--- config.mk ---
export PLATFORM = sky130hd
export DESIGN_NAME = muldiv_unit
export DESIGN_NICKNAME = d
export VERILOG_FILES = /design/src/rtl/muldiv_pkg.sv /design/src/rtl/muldiv_step.sv /design/src/rtl/muldiv_unit.sv
export SDC_FILE = /design/constraint.sdc
export NUM_CORES = 1
export LEC_CHECK = 0
export ABC_AREA = 0
export BUFFER_PORTS_ARGS = -buffer_cell sky130_fd_sc_hd__buf_2
export CELL_PAD_IN_SITES_DETAIL_PLACEMENT = 1
export CELL_PAD_IN_SITES_GLOBAL_PLACEMENT = 1
export CORE_ASPECT_RATIO = 0.75
export CORE_UTILIZATION = 46
export CTS_CLUSTER_SIZE = 8
export DETAILED_ROUTE_END_ITERATION = 8
export PLACE_DENSITY_LB_ADDON = 0.1
export REMOVE_ABC_BUFFERS = 1
export SLEW_MARGIN = 10
export SYNTH_ARGS = -nofsm -noshare
export SYNTH_HDL_FRONTEND = slang
export SYNTH_HIERARCHICAL = 1
export SYNTH_SLANG_ARGS = --single-unit
--- constraint.sdc ---
create_clock -name clk_i -period 8.1 [get_ports clk_i]
set_input_delay 1.215 -clock clk_i [delete_from_list [all_inputs] [get_ports clk_i]]
set_output_delay 1.215 -clock clk_i [all_outputs]
set_load 0.1 [all_outputs]
--- src/rtl/muldiv_pkg.sv ---
// Shared encodings for the iterative multiply/divide unit.
package muldiv_pkg;

    localparam logic [2:0] OP_MULT  = 3'b000;
    localparam logic [2:0] OP_MULTU = 3'b001;
    localparam logic [2:0] OP_DIV   = 3'b010;
    localparam logic [2:0] OP_DIVU  = 3'b011;
    localparam logic [2:0] OP_MTHI  = 3'b100;
    localparam logic [2:0] OP_MTLO  = 3'b101;

    typedef enum logic [1:0] {
        ST_IDLE = 2'd0,
        ST_ITER = 2'd1,
        ST_FIX  = 2'd2
    } state_e;

    // Counter must hold values 0..n inclusive.
    function automatic int cnt_width(input int n);
        return $clog2(n + 1);
    endfunction

endpackage

--- src/rtl/muldiv_step.sv ---
// One radix step: retires BITS_PER_CYCLE bits of a shift-add multiply
// (LSB first) or a restoring divide (MSB first).
module muldiv_step #(
    parameter int WIDTH          = 32,
    parameter int BITS_PER_CYCLE = 1
) (
    input  logic                 div_i,
    input  logic [2*WIDTH-1:0]   acc_i,
    input  logic [WIDTH-1:0]     rem_i,
    input  logic [WIDTH-1:0]     opb_i,
    output logic [2*WIDTH-1:0]   acc_o,
    output logic [WIDTH-1:0]     rem_o
);

    // Multiply: acc = {partial product, remaining multiplier bits}.
    // Divide: acc[WIDTH-1:0] shifts dividend bits out and quotient bits in.
    always_comb begin
        logic [2*WIDTH-1:0] p;
        logic [WIDTH-1:0]   r;
        logic [WIDTH:0]     sh;
        logic [WIDTH:0]     t;
        logic [WIDTH:0]     sum;
        p   = acc_i;
        r   = rem_i;
        sh  = '0;
        t   = '0;
        sum = '0;
        for (int k = 0; k < BITS_PER_CYCLE; k++) begin
            if (div_i) begin
                sh = {r, p[WIDTH-1]};
                t  = sh - {1'b0, opb_i};
                if (!t[WIDTH]) begin
                    r = t[WIDTH-1:0];
                    p[WIDTH-1:0] = {p[WIDTH-2:0], 1'b1};
                end else begin
                    r = sh[WIDTH-1:0];
                    p[WIDTH-1:0] = {p[WIDTH-2:0], 1'b0};
                end
            end else begin
                sum = {1'b0, p[2*WIDTH-1:WIDTH]} + (p[0] ? {1'b0, opb_i} : {(WIDTH+1){1'b0}});
                p   = {sum, p[WIDTH-1:1]};
            end
        end
        acc_o = p;
        rem_o = r;
    end

endmodule

--- src/rtl/muldiv_unit.sv ---
// Iterative MIPS multiply/divide unit with HI/LO registers; works on
// magnitudes and applies the result signs in a final FIX cycle.
module muldiv_unit
    import muldiv_pkg::*;
#(
    parameter int WIDTH          = 32,
    parameter int BITS_PER_CYCLE = 1
) (
    input  logic             clk_i,
    input  logic             reset_i,
    input  logic             start_i,
    input  logic [2:0]       op_i,
    input  logic [WIDTH-1:0] a_i,
    input  logic [WIDTH-1:0] b_i,
    input  logic             kill_i,
    output logic             busy_o,
    output logic             done_o,
    output logic [WIDTH-1:0] hi_o,
    output logic [WIDTH-1:0] lo_o
);

    localparam int N  = WIDTH / BITS_PER_CYCLE;
    localparam int CW = cnt_width(N);

    generate
        if (!(BITS_PER_CYCLE == 1 || BITS_PER_CYCLE == 2 || BITS_PER_CYCLE == 4) ||
            (WIDTH % BITS_PER_CYCLE) != 0) begin : g_bad_param
            $error("muldiv_unit: BITS_PER_CYCLE must be 1, 2 or 4 and divide WIDTH");
        end
    endgenerate

    state_e             state_q, state_d;
    logic [CW-1:0]      cnt_q;
    logic [2*WIDTH-1:0] acc_q, acc_nx;
    logic [WIDTH-1:0]   rem_q, rem_nx, opb_q, hi_q, lo_q;
    logic               div_q, negq_q, negr_q, done_q;

    logic               is_md, is_signed, is_div_op, accept, mt_wr, fix_wr, sa, sb;
    logic [WIDTH-1:0]   abs_a, abs_b;
    logic [2*WIDTH-1:0] prod;
    logic [WIDTH-1:0]   quo, rmd;

    assign is_md     = (op_i == OP_MULT) || (op_i == OP_MULTU) || (op_i == OP_DIV) || (op_i == OP_DIVU);
    assign is_signed = (op_i == OP_MULT) || (op_i == OP_DIV);
    assign is_div_op = (op_i == OP_DIV)  || (op_i == OP_DIVU);
    assign accept    = (state_q == ST_IDLE) && start_i && !kill_i && is_md;
    assign mt_wr     = (state_q == ST_IDLE) && start_i && !kill_i &&
                       ((op_i == OP_MTHI) || (op_i == OP_MTLO));
    assign fix_wr    = (state_q == ST_FIX) && !kill_i;

    assign sa    = is_signed & a_i[WIDTH-1];
    assign sb    = is_signed & b_i[WIDTH-1];
    assign abs_a = sa ? -a_i : a_i;
    assign abs_b = sb ? -b_i : b_i;

    muldiv_step #(
        .WIDTH          (WIDTH),
        .BITS_PER_CYCLE (BITS_PER_CYCLE)
    ) u_step (
        .div_i (div_q),
        .acc_i (acc_q),
        .rem_i (rem_q),
        .opb_i (opb_q),
        .acc_o (acc_nx),
        .rem_o (rem_nx)
    );

    always_ff @(posedge clk_i or posedge reset_i) begin
        if (reset_i) state_q <= ST_IDLE;
        else         state_q <= state_d;
    end

    always_comb begin
        state_d = state_q;
        unique case (state_q)
            ST_IDLE: if (accept) state_d = ST_ITER;
            ST_ITER: begin
                if (kill_i)                  state_d = ST_IDLE;
                else if (cnt_q == CW'(1))    state_d = ST_FIX;
            end
            ST_FIX:  state_d = ST_IDLE;
            default: state_d = ST_IDLE;
        endcase
    end

    always_comb begin
        busy_o = (state_q != ST_IDLE);
    end

    always_ff @(posedge clk_i or posedge reset_i) begin
        if (reset_i) begin
            cnt_q  <= '0;
            acc_q  <= '0;
            rem_q  <= '0;
            opb_q  <= '0;
            div_q  <= 1'b0;
            negq_q <= 1'b0;
            negr_q <= 1'b0;
        end else if (accept) begin
            cnt_q  <= CW'(N);
            acc_q  <= {{WIDTH{1'b0}}, abs_a};
            rem_q  <= '0;
            opb_q  <= abs_b;
            div_q  <= is_div_op;
            negq_q <= sa ^ sb;
            negr_q <= sa;
        end else if (state_q == ST_ITER) begin
            if (kill_i) begin
                cnt_q <= '0;
            end else begin
                cnt_q <= cnt_q - 1'b1;
                acc_q <= acc_nx;
                rem_q <= rem_nx;
            end
        end
    end

    // Divide by zero leaves the remainder equal to |a|, so only LO needs forcing.
    assign prod = negq_q ? -acc_q : acc_q;
    assign quo  = (opb_q == '0) ? '1 : (negq_q ? -acc_q[WIDTH-1:0] : acc_q[WIDTH-1:0]);
    assign rmd  = negr_q ? -rem_q : rem_q;

    always_ff @(posedge clk_i or posedge reset_i) begin
        if (reset_i) begin
            hi_q   <= '0;
            lo_q   <= '0;
            done_q <= 1'b0;
        end else begin
            done_q <= fix_wr;
            if (fix_wr) begin
                if (div_q) begin
                    hi_q <= rmd;
                    lo_q <= quo;
                end else begin
                    hi_q <= prod[2*WIDTH-1:WIDTH];
                    lo_q <= prod[WIDTH-1:0];
                end
            end else if (mt_wr) begin
                if (op_i == OP_MTHI) hi_q <= a_i;
                else                 lo_q <= a_i;
            end
        end
    end

    assign done_o = done_q;
    assign hi_o   = hi_q;
    assign lo_o   = lo_q;

endmodule

# Word level (Yosys, flattened, before mapping)
# Index checks and enable logic that the tools add are counted.
[word_totals] input_bits=71 ff_bits=204 wordCells=95
[op_classes] addsub=8 eq_ne=13 mux=33 reduce_logical=26 bitwise_logic=3
[op_table] cell="32-bit two-way mux" n=21
[op_table] cell="64-bit two-way mux" n=4
[op_table] cell="32-bit negator" n=4
[op_table] cell="64-bit negator" n=1
[op_table] cell="32-bit by 33-bit adder with 33-bit output" n=1
[op_table] cell="33-bit by 32-bit subtractor with 33-bit output" n=1
[op_table] cell="32-bit zero test" n=1
[op_table] cell="6-bit two-way mux" n=3
[op_table] cell="2-bit nonzero test" n=5
[op_table] cell="2-bit AND reduction" n=4
[op_table] cell="3-bit by 2-bit equality test with 1-bit output, second input constant" n=2
[op_table] cell="3-bit equality test, second input constant" n=2
[op_table] cell="6-bit by 1-bit equality test with 1-bit output, second input constant" n=1
[op_table] cell="1-bit logical OR" n=6
[op_table] cell="2-bit two-way mux" n=3
[op_table] cell="3-bit AND reduction" n=2
[op_table] cell="6-bit by 1-bit subtractor with 6-bit output, second input constant" n=1
[op_table] cell="1-bit logical AND" n=5
[op_table] cell="2-bit by 1-bit inequality test with 1-bit output, second input constant" n=2
[op_table] cell="2-bit inequality test, second input constant" n=2
[op_table] cell="2-bit one-hot mux with 2 select lines" n=1
[op_table] cell="3-bit by 1-bit equality test with 1-bit output, second input constant" n=1
[op_table] cell="3-bit zero test" n=1
[op_table] cell="3-bit inequality test, second input constant" n=1
[op_table] cell="other kinds (7)" n=8

# Depth between registers and ports, before layout
# Gate-level depths: netlist of the first run.
[depth] ltp_word=7 ltp_mapped=15 depth_no_buf=14

# Cells and area by module
# Netlist of the first run, hierarchy kept.
[modules_own_cells] mod="muldiv_unit" instances=1 area_each_um2=12563.3 cells_per_inst=1483
[modules_own_cells] mod="muldiv_step" instances=1 area_each_um2=4887.2 cells_per_inst=754

# Worst setup path after synthesis of the first run
# No wires, ideal clock.
[synth_path] kind="in2reg" start="in a_i[0]" end="reg acc_q[24]" path_slack_ns=4.523 arrival_ns=3.444 cell_stages=9 cell_sequence="clkbuf_1 inv_1 ha_1 or3b_2 or3_1 nor4_1 a211oi_1 a31oi_1 o21ai_0"
[synth_between] elab_chain_len=3
[synth_lines] element="from (decl)" line_no="muldiv_unit.sv:13" rtl="input logic [WIDTH-1:0] a_i,"
[synth_lines] element="32-bit negator" line_no="muldiv_unit.sv:53" rtl="assign abs_a = sa ? -a_i : a_i;"
[synth_lines] element="32-bit two-way mux" line_no="muldiv_unit.sv:53"
[synth_lines] element="64-bit two-way mux" line_no="muldiv_unit.sv:99" rtl="end else if (accept) begin"
[synth_lines] element="to (signal assigned)" line_no="muldiv_unit.sv:101" rtl="acc_q <= {{WIDTH{1'b0}}, abs_a};"
[synth_lines] element="to (signal assigned)" line_no="muldiv_unit.sv:112" rtl="acc_q <= acc_nx;"
[synth_lines] element="to (decl)" line_no="muldiv_unit.sv:34" rtl="logic [2*WIDTH-1:0] acc_q, acc_nx;"
# Every way passes these cells.
# A chain may end at the register's enable or synchronous reset.

# Worst setup path in the final report of the first run
[layout_path] start="reg acc_q[0]" end="reg acc_q[60]"
[layout_between] elab_chain_len=6
[layout_lines] element="32-bit two-way mux" line_no="muldiv_step.sv:40" rtl="sum = {1'b0, p[2*WIDTH-1:WIDTH]} + (p[0] ? {1'b0, opb_i} : {(WIDTH+1){1'b0}});"
[layout_lines] element="32-bit by 33-bit adder with 33-bit output" line_no="muldiv_step.sv:40"
[layout_lines] element="32-bit two-way mux" line_no="muldiv_step.sv:29" rtl="if (div_i) begin"
[layout_lines] element="named net acc_nx[60]" line_no="muldiv_unit.sv:34"
[layout_lines] element="64-bit two-way mux" line_no="muldiv_unit.sv:108" rtl="if (kill_i) begin"
[layout_lines] element="64-bit two-way mux" line_no="muldiv_unit.sv:107" rtl="end else if (state_q == ST_ITER) begin"
[layout_lines] element="64-bit two-way mux" line_no="muldiv_unit.sv:99"
# The timed path passes the listed nets, and every way through them passes these cells. The select of a mux whose other input is x is not followed.

==> results.yml, run 1 <==
clocking:
  tritoncts_num_sinks: 204
  post_cts_hold_buffer_count: 0
  clk_pin_slew_worst_paths_ns: 0.06
  postCtsSetupBuffers: 0
  clk_latency_ns: 0.59
  cts.root.buffer_cell: "clkbuf_16"
  cts.htree.levels: 1
  cts_resized: 0
  tritoncts: "done"
  cts_made_buffers: 29
  clockBufferDepth: 3
route:
  drc: 0
  drt_pre_antenna_iters: 6
  detailed_route_via_count: 18100
  wire_per_inst_um: 24.2
  drtAntennaViolNets: 0
  dr.first_iter.drc_count: 1529
  route.detailed.vias_per_inst: 6.48
  finalWirelength_mm: 67.6
synth:
  yosys_warnings: 6
  mean_post_synth_cell_area_um2: 7.80
  synth_enable_flop_cells: 0
  synth_cell_type_count: 84
  netlist_top_cells_area: "dfrtp_1, nand2_1, o21ai_0, a21oi_1, ha_1"
  netlist.top_cell.by_area: "dfrtp_1"
  ys.flop_type: "dfrtp_1"
  ys_ff_latch: 204
  sequential_fraction_of_the_synthesis_area_pct: 29.3
  synthArstFlopShare_pct: 100
  synth_area_um2: 17500
  synthDominantCellAreaShare_pct: 29.3
  netlist_instances: 2237
sta:
  fin_worst_hold_slack_ns: 0.508
  min_period_ns: 4.49
  worst_slew_pin_slew_ns: 1.25
  final-max-slew-violation-count: 0
  fin_crit_sh_pct: 55.4
  max_slew_margin_pct: 15.4
  tns_ns: 0
  rsz0062_at_grt: "no"
  hold_viol_final: 0
  clock.fmax_mhz: 223
  final-setup-viol-count: 0
  largest_clock_skew_in_the_final_design_ns: 0.0260
floorplan:
  design.die.area_um2: 38700
  die_x_um: 227
  num_io_pins: 137
  dieHeight_um: 171
  coreArea_um2: 37200
  effective_utilization_at_floorplan_pct: 46.9
  std_cell_rows: 61
finish:
  layout_commonest_cell: "nand2_1"
  final_layout_size_suffix_gt1_share_pct: 11.8
  layout_nets: 2429
  num_antenna_cells: 0
  layout_common_cells: "nand2_1, o21ai_0, dfrtp_1"
  area_growth_syn_to_layout_pct: 9.99
status:
  outcome: "completed"
worst_hold_path:
  whs_path_depth: 1
  hp-start: "lo_o[7]"
  worstHoldPathType: "flip-flop to flip-flop"
  holdPathEnd: "lo_o[7]"
grt:
  first_pass_grt_wire_length_mm: 105
  track_usage_pct: 34.8
  initial_antenna_violation_count: 2
  number_of_global_route_vias_before_repair: 17900
  grt_start_max_net_pins: 82
  gr-total-overflow: 0
setup_path:
  critPathTopFamily: "compound AO/OA/AOI/OAI gates"
  r2r-end: "acc_q[60]"
  path_class: "flip-flop to flip-flop"
  setup.worst_path.end_class: "flip-flop"
  regToRegSetupSlack_ns: 3.61
  delay_of_the_slowest_critical_path_stage_ns: 1.00
  cp_cell_sequence: "and2_1 -> ha_1 -> a2111oi_0 -> o31ai_1 -> nand3_1 -> a21boi_0 -> o211ai_1 -> a31oi_1 -> o21ai_0 -> nor3b_1 -> o31ai_1 -> nand2_1 -> o21ai_0"
  critPathRequiredTime_ns: 8.52
  reg2reg_depth: 13
  kind_of_launch_point_of_the_worst_setup_path: "flip-flop"
  slowest_stage: "dfrtp_1"
  worst-path-buf-inv: 0
  critical_path_arrival_ns: 4.90
  rr_startpoint: "acc_q[0]"
  path_max_fanout: 35
job:
  maxCapViolCount: 0
placement:
  hpwl_after_detailed_placement_mm: 49.4
  routabilityCongestion: 0.994
  port_buffers: 136
pwr:
  p_per_area_nw_per_um2: 373
  power.ir.vdd_worst_v: 0.000289
  leakagePower_uw: 0.00842
## through the flow
step	worst slack, ns	util, %	area (µm²)	cells	power, µW
2_1_floorplan	1.32	-	16900	2091	4760
3_3_place_gp	3.89	49.5	18400	2759	5780
3_5_place_dp	3.75	49.5	18400	2759	5920
4_1_cts	3.71	51.5	19200	2793	7080
5_1_grt	3.29	51.5	19200	2793	7560
6_report	3.61	51.5	19200	2793	7160
## power breakdown
part	internal, µW	switching (µW)	total (µW)
clock network	629	492	1120
registers	1320	609	1930
logic	1340	2770	4110
total	3290	3870	7160
## registers in the layout, indices dropped and copies added (netlist names), 2 cells and up
signal,count
acc_q,64
opb_q,32
hi_o,32
state_q,2
lo_o,32
rem_q,32
cnt_q,6
## cells in the mapped netlist, drive strengths merged (6+ instances only)
cell type	number
nand2	301
o21ai	229
dfrtp	204
a21oi	197
nor2	142
clkbuf	127
xnor2	93
xor2	88
inv	72
ha	70
nor3	55
and2	43
o31ai	39
nand3	37
a21o	35
mux2	33
nor4	33
a221o	32
or3	31
a31oi	30
or4	29
a22oi	25
o41ai	24
a211oi	22
and3	19
buf	19
o21a	18
mux2i	17
nand2b	17
nand4	17
or2	14
o211ai	13
nor2b	11
a22o	10
a221oi	9
nand3b	6
o21bai	6
## routing by layer
metal  GRT usage, %  routed length (µm)  vias up
met5              0                  12        -
met3           5.96                5180      127
met1           50.9               31600     9065
li1               -                   -     8215
met4           9.28                1700        2
met2           52.3               29200      701
## cell families after synthesis
| group | after synthesis | share of synthesized area, % |
|---|---|---|
| AND/OR/NAND/NOR | 780 | 21.7 |
| AO/OA/AOI/OAI | 731 | 26.7 |
| buffers and inverters | 219 | 4.91 |
| flip-flops | 204 | 29.3 |
| XOR/XNOR | 181 | 9.17 |
| adder cells (fa/ha/maj) | 72 | 5.25 |
| multiplexers | 50 | 3.10 |
## final cells by class
cell class / instances / area, µm²
sequential: 204 / 5110
inverter: 73 / 282
timing repair buffer: 164 / 891
multi-input combinational: 1814 / 11500
clock buffer: 32 / 737
fill: 4669 / 18100
clock inverter: 2 / 13.8
tap: 504 / 631
## worst max path at each step
stage                     startpoint         to  slack, ns  cells past startpoint
final                       acc_q[0]  acc_q[60]       3.61                     13
after global routing        acc_q[0]  acc_q[60]       3.29                     13
after CTS                   acc_q[0]  acc_q[60]       3.71                     13
after detailed placement    acc_q[0]  acc_q[60]       3.75                     13
after global placement        kill_i  acc_q[30]       3.89                      8
after floorplan              reset_i   acc_q[0]       1.32                      1
Power figures use the tool's default switching activity.
==> inputs of run 2 (changes only) <==
CORE_UTILIZATION = 42   (was 46)
clock period = 3.6 ns   (was 8.1 ns; I/O delays follow)
==> results.yml, run 2 (same netlist as run 1, synthesis figures left out) <==
sta:
  setup_ws_ns: 0.151
  worst_slew_pin_slew_ns: 1.12
  tns_ns: 0
  min_period_ns: 3.45
  max_slew_margin_pct: 24.4
  final-max-slew-violation-count: 0
  fin_worst_hold_slack_ns: 0.0282
  final-setup-viol-count: 0
  hold_viol_final: 0
  fin_crit_sh_pct: 95.8
  largest_clock_skew_in_the_final_design_ns: 0.0243
  clock.fmax_mhz: 290
floorplan:
  num_io_pins: 137
  dieHeight_um: 179
  die_x_um: 237
  effective_utilization_at_floorplan_pct: 42.7
  std_cell_rows: 64
  design.die.area_um2: 42400
  coreArea_um2: 40800
grt:
  first_pass_grt_wire_length_mm: 110
  number_of_global_route_vias_before_repair: 18100
  gr-total-overflow: 0
  grt_start_max_net_pins: 179
  track_usage_pct: 33.2
  initial_antenna_violation_count: 1
clocking:
  cts.htree.levels: 1
  cts_made_buffers: 30
  cts.root.buffer_cell: "clkbuf_16"
  clk_latency_ns: 0.60
  tritoncts: "done"
  clk_pin_slew_worst_paths_ns: 0.06
  clockBufferDepth: 3
  tritoncts_num_sinks: 204
placement:
  hpwl_after_detailed_placement_mm: 52.2
  pre_cts_ws_ns: -0.0617
  routabilityCongestion: 0.975
  port_buffers: 136
pwr:
  power_frac_seq_pct: 23.0
  p_per_area_nw_per_um2: 841
  power.net_switching_uw: 8960
  p_int_uw: 8020
  leakagePower_uw: 0.00903
  power.ir.vdd_worst_v: 0.000604
  clkPwrFrac_pct: 15.7
  combinational_fraction_of_design_power_pct: 61.4
  switching_share_pct: 52.8
finish:
  layout_common_cells: "nand2_1, o21ai_0, dfrtp_1"
  largest_register: "acc_q"
  final_layout_size_suffix_gt1_share_pct: 16.0
  num_antenna_cells: 0
  area_growth_syn_to_layout_pct: 15.8
  flip_flop_count_of_the_largest_register_all_copies_and_words_added: 64
  layout_commonest_cell: "nand2_1"
  layout_nets: 2538
setup_path:
  cp_cell_sequence: "inv_1 -> ha_1 -> a21o_1 -> or3_1 -> o211ai_1 -> a21oi_1 -> o211ai_1 -> buf_4 -> a21oi_1 -> nor3_1 -> a211oi_1 -> a2111o_1 -> nand2_1 -> o21ai_0"
  critPathRequiredTime_ns: 4.04
  path_max_fanout: 5
  critical_path_arrival_ns: 3.89
  path_class: "flip-flop to flip-flop"
  slowest_stage: "dfrtp_1"
  kind_of_launch_point_of_the_worst_setup_path: "flip-flop"
  critPathTopFamily: "compound AO/OA/AOI/OAI gates"
  delay_of_the_slowest_critical_path_stage_ns: 0.44
  setup.worst_path.end_class: "flip-flop"
  worst-path-buf-inv: 2
route:
  wire_per_inst_um: 24.2
  drc: 0
  detailed_route_via_count: 18500
  drt_pre_antenna_iters: 5
  drtAntennaViolNets: 0
  route.detailed.vias_per_inst: 6.31
  finalWirelength_mm: 70.9
  dr.first_iter.drc_count: 1655
worst_hold_path:
  worstHoldPathType: "primary input to asynchronous set/reset pin"
status:
  outcome: "completed"
job:
  maxCapViolCount: 0
run 2: cell count changes in the layout (fill, tap and decap cells not counted), sizes merged:
| cell | delta |
|---|---|
| inv | -1 |
| clkinv | +1 |
| buf | +108 |
| clkbuf | +5 |
run 2: cell type report:
type | count | area [µm²]
clock inverter | 2 | 25.0
clock buffer | 37 | 787
inverter | 73 | 282
tap | 528 | 661
multi-input combinational | 1814 | 11600
fill | 5034 | 20600
timing repair buffer | 272 | 1780
sequential | 204 | 5110
run 2: metrics by stage:
| stage | cells | area [µm²] | power (µW) | util (%) |
|---|---|---|---|---|
| after global placement | 2888 | 19300 | 13800 | 47.3 |
| after floorplan | 2091 | 16900 | 10700 | - |
| after CTS | 2927 | 20100 | 16800 | 49.3 |
| final | 2930 | 20200 | 17000 | 49.5 |
| after global routing | 2930 | 20200 | 17900 | 49.5 |
| after detailed placement | 2888 | 19300 | 14100 | 47.3 |
run 2: path summary, 6_finish.rpt:
check	startpoint	endpoint	slack (ns)	cells after the start
min reg2reg	lo_o[3]	lo_o[3]	0.51	1
min	reset_i	lo_o[5]	0.03	2
max reg2reg	opb_q[6]	rem_q[31]	0.15	14
max	opb_q[6]	rem_q[31]	0.15	14
max in group asynchronous	reset_i	hi_o[22]	2.52	3
min in group clk_i	op_i[1]	div_q	0.17	3
run 2: per-layer routing:
metal  GRT usage, %  wire length [µm]  vias to the layer above  share of wire (%)
li1               -                 -                     8444                  -
met1           49.5             33700                     9300                 48
met2           50.1             30600                      648                 43
met3           4.97              5100                      101                7.2
met4           7.74              1520                        0                2.1
met5              0                 0                        -                  0
run 2: power groups by stage:
stage / logic (µW) / registers (µW) / clock network (µW)
finish: 10400 / 3900 / 2660
global route: 11200 / 3990 / 2760
CTS: 10200 / 3880 / 2690
detailed placement: 10200 / 3910 / 0
global placement: 9890 / 3890 / 0
floorplan: 5180 / 5530 / 0
run 2: what timing repair did:
action	4_1_cts	5_1_grt
endpoints found under the hold margin	0	0
endpoints found under the setup margin	1	41
buffers inserted	0	3
resized for setup	1	11
pin swaps	0	3
hold buffers	0	0
